## src/rtl/seq_detect_pkg.sv

```systemverilog
// rtl/seq_detect_pkg.sv - shared limits, overlap-mode constants and counter helper for seq_detect_p
package seq_detect_pkg;

  localparam int SEQ_LEN_MIN = 2;
  localparam int SEQ_LEN_MAX = 16;

  localparam logic SEQ_NO_OVERLAP = 1'b0;
  localparam logic SEQ_OVERLAP    = 1'b1;

  // Saturating increment for counters up to 31 bits wide.
  function automatic logic [31:0] seq_sat_inc(input logic [31:0] val, input int unsigned width);
    logic [31:0] max_val;
    max_val = (32'h1 << width) - 32'h1;
    return (val >= max_val) ? max_val : val + 32'h1;
  endfunction

endpackage

```

## src/rtl/seq_detect_p_prefix.sv

```systemverilog
// rtl/seq_detect_p_prefix.sv - longest proper pattern prefix that is a suffix of the history
module seq_prefix_len
  import seq_detect_pkg::*;
#(
  parameter int LEN    = 4,
  parameter int PROG_W = $clog2(LEN),
  parameter int FILL_W = $clog2(LEN + 1)
) (
  input  logic [LEN-1:0]    i_hist_n,
  input  logic [FILL_W-1:0] i_fill_n,
  input  logic [LEN-1:0]    i_pat,
  output logic [PROG_W-1:0] o_prefix
);

  logic [LEN-1:0] w_pat_top;
  logic [LEN-1:0] w_mask;

  // Ascending k so the last qualifying length wins, giving the maximum.
  always_comb begin
    o_prefix  = '0;
    w_pat_top = '0;
    w_mask    = '0;
    for (int k = 1; k < LEN; k++) begin
      w_pat_top = i_pat >> (LEN - k);
      w_mask    = {LEN{1'b1}} >> (LEN - k);
      if ((FILL_W'(k) <= i_fill_n) && (((i_hist_n ^ w_pat_top) & w_mask) == '0)) begin
        o_prefix = PROG_W'(k);
      end
    end
  end

endmodule

```

## src/rtl/seq_detect_p.sv

```systemverilog
// rtl/seq_detect_p.sv - runtime-programmable serial pattern detector with overlap mode
// Optional saturating match counter built when SEQ_DETECT_CNT_EN is defined.
module seq_detect_p
  import seq_detect_pkg::*;
#(
  parameter int             LEN           = 4,
  parameter int             PROG_W        = $clog2(LEN),
  parameter int             CNT_W         = 8,
  parameter logic [LEN-1:0] PATTERN_RESET = 4'b1011
) (
  input  logic              clk,
  input  logic              rst,
  input  logic              in,
  input  logic              in_valid,
  input  logic              overlap,
  input  logic              cfg_load,
  input  logic [LEN-1:0]    cfg_pattern,
  output logic              match,
  output logic [PROG_W-1:0] progress,
  output logic [CNT_W-1:0]  match_count
);

  localparam int                FILL_W    = $clog2(LEN + 1);
  localparam logic [FILL_W-1:0] FILL_FULL = FILL_W'(LEN);

  if (LEN < SEQ_LEN_MIN || LEN > SEQ_LEN_MAX) begin : g_bad_len
    $error("seq_detect_p: LEN out of range");
  end

  // The oldest history bit is shifted out on every accept, so only LEN-1 bits need storing.
  logic [LEN-2:0]    r_hist;
  logic [FILL_W-1:0] r_fill;
  logic [LEN-1:0]    r_pat;
  logic              r_match;
  logic [PROG_W-1:0] r_progress;

  logic [LEN-1:0]    w_hist_n;
  logic [FILL_W-1:0] w_fill_n;
  logic              w_hit;
  logic [PROG_W-1:0] w_prefix;

  logic [LEN-2:0]    w_hist_d;
  logic [FILL_W-1:0] w_fill_d;
  logic [LEN-1:0]    w_pat_d;
  logic              w_match_d;
  logic [PROG_W-1:0] w_progress_d;

  assign w_hist_n = {r_hist, in};
  assign w_fill_n = (r_fill == FILL_FULL) ? FILL_FULL : r_fill + 1'b1;
  assign w_hit    = (w_fill_n == FILL_FULL) && (w_hist_n == r_pat);

  seq_prefix_len #(
    .LEN    (LEN),
    .PROG_W (PROG_W),
    .FILL_W (FILL_W)
  ) u_prefix (
    .i_hist_n (w_hist_n),
    .i_fill_n (w_fill_n),
    .i_pat    (r_pat),
    .o_prefix (w_prefix)
  );

  always_comb begin
    w_hist_d     = r_hist;
    w_fill_d     = r_fill;
    w_pat_d      = r_pat;
    w_match_d    = 1'b0;
    w_progress_d = r_progress;
    if (cfg_load) begin
      w_pat_d      = cfg_pattern;
      w_fill_d     = '0;
      w_progress_d = '0;
    end else if (in_valid) begin
      w_hist_d  = w_hist_n[LEN-2:0];
      w_match_d = w_hit;
      if (w_hit && overlap == SEQ_NO_OVERLAP) begin
        w_fill_d     = '0;
        w_progress_d = '0;
      end else begin
        w_fill_d     = w_fill_n;
        w_progress_d = w_prefix;
      end
    end
  end

  always_ff @(posedge clk) begin
    if (rst) begin
      r_hist     <= '0;
      r_fill     <= '0;
      r_pat      <= PATTERN_RESET;
      r_match    <= 1'b0;
      r_progress <= '0;
    end else begin
      r_hist     <= w_hist_d;
      r_fill     <= w_fill_d;
      r_pat      <= w_pat_d;
      r_match    <= w_match_d;
      r_progress <= w_progress_d;
    end
  end

  assign match    = r_match;
  assign progress = r_progress;

`ifdef SEQ_DETECT_CNT_EN
  logic [CNT_W-1:0] r_match_count;
  logic [CNT_W-1:0] w_count_d;

  always_comb begin
    w_count_d = r_match_count;
    if (!cfg_load && in_valid && w_hit) begin
      w_count_d = CNT_W'(seq_sat_inc(32'(r_match_count), CNT_W));
    end
  end

  always_ff @(posedge clk) begin
    if (rst) begin
      r_match_count <= '0;
    end else begin
      r_match_count <= w_count_d;
    end
  end

  assign match_count = r_match_count;
`else
  assign match_count = {CNT_W{1'b0}};
`endif

endmodule
```

## config.mk

```make
export PLATFORM = sky130hd
export DESIGN_NAME = seq_detect_p
export DESIGN_NICKNAME = d
export VERILOG_FILES = /design/src/rtl/seq_detect_pkg.sv /design/src/rtl/seq_detect_p_prefix.sv /design/src/rtl/seq_detect_p.sv
export SDC_FILE = /design/constraint.sdc
export NUM_CORES = 1
export LEC_CHECK = 0
export CAP_MARGIN = 15
export CORE_ASPECT_RATIO = 1.4
export CORE_MARGIN = 2
export CORE_UTILIZATION = 35
export CTS_CLUSTER_DIAMETER = 50
export CTS_CLUSTER_SIZE = 24
export DETAILED_ROUTE_END_ITERATION = 12
export GPL_TIMING_DRIVEN = 0
export MAX_ROUTING_LAYER = met4
export PLACE_DENSITY_LB_ADDON = 0.3
export SLEW_MARGIN = 10
export SYNTH_ARGS = -nofsm -noshare
export SYNTH_HDL_FRONTEND = slang
export SYNTH_SLANG_ARGS = --single-unit
```

## constraint.sdc

```tcl
create_clock -name clk -period 5.8 [get_ports clk]
set_clock_uncertainty 0.15 [all_clocks]
set_input_delay 1.16 -clock clk [delete_from_list [all_inputs] [get_ports clk]]
set_output_delay 1.16 -clock clk [all_outputs]
set_load 0.01 [all_outputs]
```

# Word level (Yosys, flattened, before mapping)
# Cells that the tools add are included.
dict set report totals {
  input_bits 10
  out_inout_bits 11
  reg_bits 13
}
dict set report op_classes {
  mux 6
  add_sub_neg 1
  reduce_logical 11
  bitwise 6
  order_cmp 3
  eq_ne 3
}
# cell count
set op_table {}
lappend op_table {{4-bit logical NOT} 3}
lappend op_table {{3-bit equality test (second input constant)} 2}
lappend op_table {{2-bit by 3-bit <= comparator with 1-bit output (first input constant)} 2}
lappend op_table {{2-bit two-way mux} 3}
lappend op_table {{3-bit two-way mux} 2}
lappend op_table {{1-bit logical AND} 5}
lappend op_table {{4-bit equality test} 1}
lappend op_table {{3-bit by 1-bit adder with 3-bit output (second input constant)} 1}
lappend op_table {{1-bit by 3-bit <= comparator with 1-bit output (first input constant)} 1}
lappend op_table {{1-bit inverter} 3}
lappend op_table {{3-bit OR reduction} 1}
lappend op_table {{3-bit XOR} 1}
lappend op_table {{2-bit AND reduction} 1}
lappend op_table {{2-bit OR reduction} 1}
lappend op_table {{2-bit XOR} 1}
lappend op_table {{1-bit two-way mux} 1}
lappend op_table {{1-bit XOR} 1}

# Logic depth before layout (Yosys ltp)
# Gate-level depths: netlist of the first run.
dict set report logic_depth {
  word_depth 8
  mapped_depth 7
  ltp_nobuf 7
}

# Cells and area by module
# Synthesis of the first run repeated with hierarchy kept, for this count alone.
dict set report hier_totals {
  cells_unflattened 86
  hier_area_um2 779.5
}
# module area_per_inst_um2 cells_per_inst instances
set modules_own_cells {}
lappend modules_own_cells {seq_detect_p 681.9 73 1}
lappend modules_own_cells {seq_prefix_len 97.6 13 1}

# Least setup slack after synthesis of the first run
# OpenSTA, ideal clock, no wires.
dict set report synth_timing {
  path_kind {input to register}
  startpoint {in in}
  endpoint {reg r_fill[1]}
  t_arrival_ns 2.193
  slack_ns 3.322
  stages 6
  t_required_ns 5.515
  setup_time_ns 0.135
  cell_sequence {buf_4 > xor2_1 > nor4_2 > a31oi_4 > a32oi_1 > nor3_1}
}
dict set report synth_between {
  elab_chain_cells 4
}
# item line
set synth_rtl {}
lappend synth_rtl {{start, declared} seq_detect_p.sv:13} ;# input logic in,
lappend synth_rtl {{4-bit equality test} seq_detect_p.sv:50} ;# assign w_hit = (w_fill_n == FILL_FULL) && (w_hist_n == r_pat);
lappend synth_rtl {{1-bit logical AND} seq_detect_p.sv:50}
lappend synth_rtl {{1-bit logical AND} seq_detect_p.sv:76} ;# if (w_hit && overlap == SEQ_NO_OVERLAP) begin
lappend synth_rtl {{3-bit two-way mux} seq_detect_p.sv:76}
lappend synth_rtl {{end signal, assigned} seq_detect_p.sv:95} ;# r_fill <= w_fill_d;
lappend synth_rtl {{end, declared} seq_detect_p.sv:32} ;# logic [FILL_W-1:0] r_fill;
# No other way between the ends.
# A chain may end at the register's enable or synchronous reset.

# Final worst setup path of the first run
dict set report layout_timing {
  startpoint {reg r_progress[0] (netlist: progress[0])}
  endpoint {out progress[0]}
}
# item line
set layout_rtl {}
lappend layout_rtl {{start, declared} seq_detect_p.sv:35} ;# logic [PROG_W-1:0] r_progress;
lappend layout_rtl {{start signal, assigned} seq_detect_p.sv:98} ;# r_progress <= w_progress_d;
lappend layout_rtl {{end, declared} seq_detect_p.sv:19} ;# output logic [PROG_W-1:0] progress,
# No word-level cell between the ends.

==> impl_metrics.py, run 1 <==
metrics = {
    "yosys": {
        "synth_area_um2": 838.3,
        "syn_avg_cell_area_um2": 8.824,
        "synthDistinctLibCells": 33,
        "synthXorXnorAreaFrac_pct": 10.45,
        "synth_mux_area_share_pct": 4.776,
        "ys_warn_count": 0,
        "syn_inst": 95,
        "seq_area_frac_synth_pct": 31.04,
        "yosys_register_bits": 13,
        "synth_top_family_by_area": "compound AO/OA/AOI/OAI gates",
        "synth-simple-area-share_pct": 17.46,
        "synth-adder-area-share_pct": 2.985,
        "synth_compound_area_share_pct": 18.36,
    },
    "hold_path": {
        "hold_end": "progress[1]$_SDFFE_PP0P_",
        "hp-start": "progress[1]$_SDFFE_PP0P_",
        "whs_path_depth": 2,
        "hold_path.class": "reg2reg",
    },
    "placement": {
        "gp_congestion": 0.7686,
        "port_buffers": 11,
        "place_ws_ns": 3.052,
        "dp_hpwl_um": 1259,
    },
    "route": {
        "wire_per_inst_um": 11.12,
        "wl_um": 1557,
        "drt-initial-drc-count": 2,
        "drc": 0,
        "ant_nets": 0,
        "dr_total_vias": 665,
        "dr.pass1.iters": 6,
        "viasPerCell": 4.750,
    },
    "clock_network": {
        "ctsHoldBuffers": 0,
        "cts_root_buf": "clkbuf_4",
        "cts_tree": "done",
        "cts.path.max_buffers": 2,
        "post-cts-setup-buffers": 0,
        "cts.sinks": 13,
        "path_clk_slew_ns": 0.08,
        "cts_buffers": 3,
        "clk-insertion-delay-late_ns": 0.28,
        "ctsResizeCount": 0,
        "cts_max_level": 1,
    },
    "sta": {
        "hold_violations": 0,
        "grt_setup_unrepaired": "false",
        "min_period_ns": 2.458,
        "layout_setup_ws_ns": 3.342,
        "worst_pin_slew_ns": 0.5012,
        "fin_setup_tns_ns": 0,
        "slew_headroom_pct": 66.59,
        "hold_slack_ns": 0.3350,
        "clock.fmax_ghz": 0.4068,
        "period_share_pct": 42.38,
        "setup_violations": 0,
        "drv_slew": 0,
    },
    "cells_and_area": {
        "num_antenna_cells": 0,
        "fillers": 235,
        "syn2layout_area_growth_pct": 22.84,
        "drive_gt1_share_pct": 17.95,
        "seq_area_um2": 260.3,
        "multi_input_area_um2": 483.0,
        "nets": 130,
    },
    "pwr": {
        "ir_drop_v": 0.00008757,
        "power_density_nw_per_um2": 187.3,
        "p_leak_nw": 0.4318,
    },
    "floorplan": {
        "initial_core_util_pct": 35.85,
        "die_y_um": 61.91,
        "die_x_um": 45.36,
        "core_area_um2": 2338,
        "fp.dieArea_um2": 2808,
        "io_pins": 21,
        "core.rowCount": 21,
    },
    "global_routing": {
        "overflow": 0,
        "grt_pass1_wl_um": 2608,
        "grtUsageTotal_pct": 13.09,
        "grt_max_degree": 11,
        "antenna_found_initial": 0,
        "first_global_vias": 639,
    },
    "worst_setup_path": {
        "r2r-end": "progress[0]$_SDFFE_PP0P_",
        "worstPathArrival_ns": 1.15,
        "crit_type": "reg2out",
        "worstReg2RegStart": "r_fill[0]$_SDFFE_PP0P_",
        "path_cells": "clkdlybuf4s50_1",
        "reg2reg_depth": 7,
        "cp_num_buf_inv": 1,
        "crit_family": "buffers and inverters",
        "crit_required_ns": 4.49,
        "critPathLaunchType": "flip-flop",
        "worst-r2r-setup-slack_ns": 3.68,
        "slowest_stage": "clkdlybuf4s50_1",
        "cp_slowest_stage_delay_ns": 0.53,
        "critical_path.max_fanout": 2,
        "cp-end-kind": "output pin",
    },
    "status": {
        "status": "finished, final reports clean",
    },
    "job": {
        "maxCapViolations": 0,
    },
}
synth_stat cells, drive strengths merged:
master   count  share of area, %
or2          1              0.75
a31oi        1               2.5
o41ai        1               1.0
o21ai        3               1.8
buf         14                12
conb         1              0.45
xor2         7               7.3
nor3         5               3.0
nand3b       1              0.90
nand2        7               3.1
dfxtp       13                31
o311ai       1               1.0
nand2b       2               1.5
ha           2               3.0
inv          4               1.8
mux2i        4               4.8
clkbuf       1              0.45
xnor2        3               3.1
a21oi        4               2.4
nor2         5               2.2
a22oi        2               1.8
a32oi        1               1.0
a211oi       2               1.8
a2111oi      1               1.8
nor4         2               2.2
and4bb       1               1.5
nor2b        3               2.2
a211o        3               3.1
through the flow:
stage	instances	instance area (um^2)	total power, mW	util [%]
6_report	140	1030	0.1928	44.03
5_1_grt	140	1030	0.2008	44.03
4_1_cts	140	1030	0.1949	44.03
3_5_place_dp	136	1003	0.1367	42.91
3_3_place_gp	136	1003	0.1361	42.91
2_1_floorplan	102	864.6	0.1253	-
worst max-delay path by stage:
stage                                   from  cells after the start  slack, ns                     end
finish              progress[0]$_SDFFE_PP0P_                      1       3.34             progress[0]
global route                        in_valid                      5       3.25  r_fill[2]$_SDFFE_PP0P_
CTS                 progress[0]$_SDFFE_PP0P_                      1       3.33             progress[0]
detailed placement                  in_valid                      5       3.05  r_fill[2]$_SDFFE_PP0P_
global placement                    in_valid                      5       3.06  r_fill[2]$_SDFFE_PP0P_
floorplan                                 in                      6       3.32  r_fill[1]$_SDFFE_PP0P_
power by group:
part | switching [mW] | internal [mW]
Sequential | 0.00199 | 0.0923
Combinational | 0.0193 | 0.0208
Clock | 0.0317 | 0.0267
cell type report:
cell class | instances | area share (%)
Multi-Input combinational cell | 70 | 46.90
Sequential cell | 13 | 25.27
Buffer | 15 | 10.33
Clock buffer | 4 | 2.552
Inverter | 4 | 1.458
Tap cell | 23 | 2.795
Timing Repair Buffer | 11 | 10.69
metal layers:
layer	vias up	GRT usage [%]	wire, um
li1	359	-	-
met1	295	14.26	676
met2	9	22.04	829
met3	2	2.023	28
met4	0	7.983	23
met5	-	-	0
layout by cell type, fill, tap and decap left out, types with 3 or more instances in the layout:
master,Yosys,routed
nand2_1,7,7
nor2b_1,3,3
clkdlybuf4s50_1,0,11
dfxtp_1,13,13
xor2_1,7,7
clkbuf_4,0,3
a211o_1,3,3
nor3_1,5,5
nor2_1,5,5
buf_4,11,11
xnor2_1,3,3
a21oi_1,4,4
conb_1,1,8
mux2i_1,4,4
inv_1,4,4
sequential cells by signal (all words and copies together) (netlist names):
signal / cells
match: 1
progress: 2
r_fill: 3
r_hist: 3
r_pat: 4
cell families after synthesis:
logic type | after synthesis
AOI/OAI and AO/OA | 19
xor gates and xnor gates | 10
adders and majority gates | 2
buffers and inverters | 19
DFF | 13
muxes | 4
other | 1
and+or+nand+nor | 27
No activity file was read; power rests on OpenSTA's default activity.
==> run 2, diff against run 1 <==
Clock period 5.8 ns to 1.95 ns, I/O delays scaled along.
==> impl_metrics.py, run 2 (same netlist as run 1, synthesis figures left out) <==
metrics = {
    "floorplan": {
        "initial_core_util_pct": 35.85,
        "io_pins": 21,
        "fp.dieArea_um2": 2808,
        "core_area_um2": 2338,
        "core.rowCount": 21,
        "die_x_um": 45.36,
        "die_y_um": 61.91,
    },
    "route": {
        "dr_total_vias": 669,
        "wire_per_inst_um": 11.75,
        "drc": 0,
        "dr.pass1.iters": 5,
        "ant_nets": 0,
        "drt-initial-drc-count": 4,
        "viasPerCell": 4.745,
        "wl_um": 1657,
    },
    "hold_path": {
        "hp-start": "in",
        "hold_path.class": "in2reg",
    },
    "status": {
        "status": "finished, final reports clean",
    },
    "pwr": {
        "p_leak_nw": 0.4460,
        "power_density_nw_per_um2": 541.0,
        "ir_drop_v": 0.0002586,
    },
    "sta": {
        "hold_slack_ns": 0.2599,
        "period_share_pct": 99.06,
        "min_period_ns": 1.932,
        "fin_setup_tns_ns": 0,
        "setup_violations": 0,
        "grt_setup_unrepaired": "true",
        "clock.fmax_ghz": 0.5177,
        "drv_slew": 0,
        "hold_violations": 0,
    },
    "worst_setup_path": {
        "crit_type": "reg2reg",
        "slowest_stage": "dfxtp_4",
        "worstPathArrival_ns": 1.93,
        "critical_path.max_fanout": 5,
        "crit_family": "compound AO/OA/AOI/OAI gates",
        "cp-end-kind": "flip-flop",
        "critPathLaunchType": "flip-flop",
        "cp_slowest_stage_delay_ns": 0.39,
        "path_cells": "inv_4, ha_4, and4bb_2, o41ai_2, a21oi_1, o21ai_1, a211oi_1",
        "crit_required_ns": 1.95,
        "cp_num_buf_inv": 1,
        "critPathLaunch": "r_fill[0]$_SDFFE_PP0P_",
        "worstReg2RegStart": "r_fill[0]$_SDFFE_PP0P_",
    },
    "cells_and_area": {
        "nets": 131,
        "syn2layout_area_growth_pct": 28.06,
        "finalNonFillerCells": 141,
        "largest_reg_flops": 4,
        "layout_commonest_cell": "buf_4",
        "drive_gt1_share_pct": 24.58,
        "num_antenna_cells": 0,
        "top_regs": "r_pat x4, r_fill x3, r_hist x3",
        "regMostFlops": "r_pat",
        "most-common-layout-cells": "buf_4 (12), clkdlybuf4s50_1 (11), dfxtp_1 (11)",
        "fin_area_um2": 1074,
        "fillers": 235,
    },
    "clock_network": {
        "path_clk_slew_ns": 0.08,
        "cts_root_buf": "clkbuf_4",
        "cts.sinks": 13,
        "cts_buffers": 3,
        "cts_max_level": 1,
        "ctsHoldBuffers": 0,
        "cts.path.max_buffers": 2,
        "clk-insertion-delay-late_ns": 0.28,
        "cts_tree": "done",
    },
    "placement": {
        "port_buffers": 11,
        "postPlaceCellArea_um2": 1003,
        "dp.cells": 136,
        "dp_hpwl_um": 1259,
        "gp_congestion": 0.7686,
    },
    "global_routing": {
        "grt_use_met1_pct": 14.26,
        "grtUsageTotal_pct": 13.70,
        "antenna_found_initial": 0,
        "gr-max-usage-layer": "met2",
        "grtUsageMet3_pct": 2.023,
        "grt_max_degree": 11,
        "grt_pass1_wl_um": 2725,
        "overflow": 0,
        "first_global_vias": 664,
        "use_met2_pct": 24.08,
    },
    "job": {
        "maxCapViolations": 0,
    },
}
==> run 2: cell types whose count changed in the layout (fill, tap and decap cells not counted), sizes merged <==
cell  before  now
buf       14   15
==> run 2: worst paths after layout <==
check	slack, ns	end	cells after the start
min	0.26	r_hist[0]$_SDFFE_PP0P_	3
max reg2reg	0.02	progress[0]$_SDFFE_PP0P_	7
max	0.02	progress[0]$_SDFFE_PP0P_	7
min reg2reg	0.33	progress[1]$_SDFFE_PP0P_	2
==> run 2: final cells by class <==
type | instances | area, um^2 | share of cell area (%)
multi-input cells | 70 | 511.7 | 47.67
flip-flops and latches | 13 | 265.3 | 24.71
repair buffers | 12 | 117.6 | 10.96
plain buffers | 15 | 106.4 | 9.907
well taps | 23 | 28.78 | 2.681
clock buffers | 4 | 26.28 | 2.448
inverters | 4 | 17.52 | 1.632
==> run 2: worst min-delay path, cell delays in order <==
cell and delay (ns):
buf_4 0.12, mux2i_1 0.07, nor2_1 0.07
==> run 2: power breakdown <==
part           switching [mW]  internal [mW]  leakage, nW  total, mW
Sequential            0.00647          0.274        0.107      0.280
Clock                  0.0934         0.0794       0.0150      0.173
Combinational          0.0608         0.0669        0.324      0.128
Total                   0.161          0.420        0.446      0.581
==> run 2: per-stage QoR <==
stage / power [mW] / setup WS (ns) / util, %
global placement: 0.4049 / -0.1529 / 42.91
global route: 0.6048 / -0.06473 / 45.91
floorplan: 0.3726 / 0.05698 / -
finish: 0.5808 / 0.01829 / 45.91
CTS: 0.5856 / 0.03292 / 45.32
detailed placement: 0.4066 / -0.1634 / 42.91
==> run 2: what timing repair did <==
| item | in CTS | in global routing |
|---|---|---|
| gates resized for setup | 7 | 4 |
| buffers inserted | 0 | 1 |
| pin swaps | 1 | 6 |
| setup endpoints to repair | 5 | 3 |
==> run 2: metal layers <==
| metal | vias to the layer above | wire length, um |
|---|---|---|
| met5 | - | 0 |
| met3 | 0 | 27 |
| li1 | 358 | - |
| met4 | 0 | 0 |
| met1 | 304 | 719 |
| met2 | 7 | 909 |
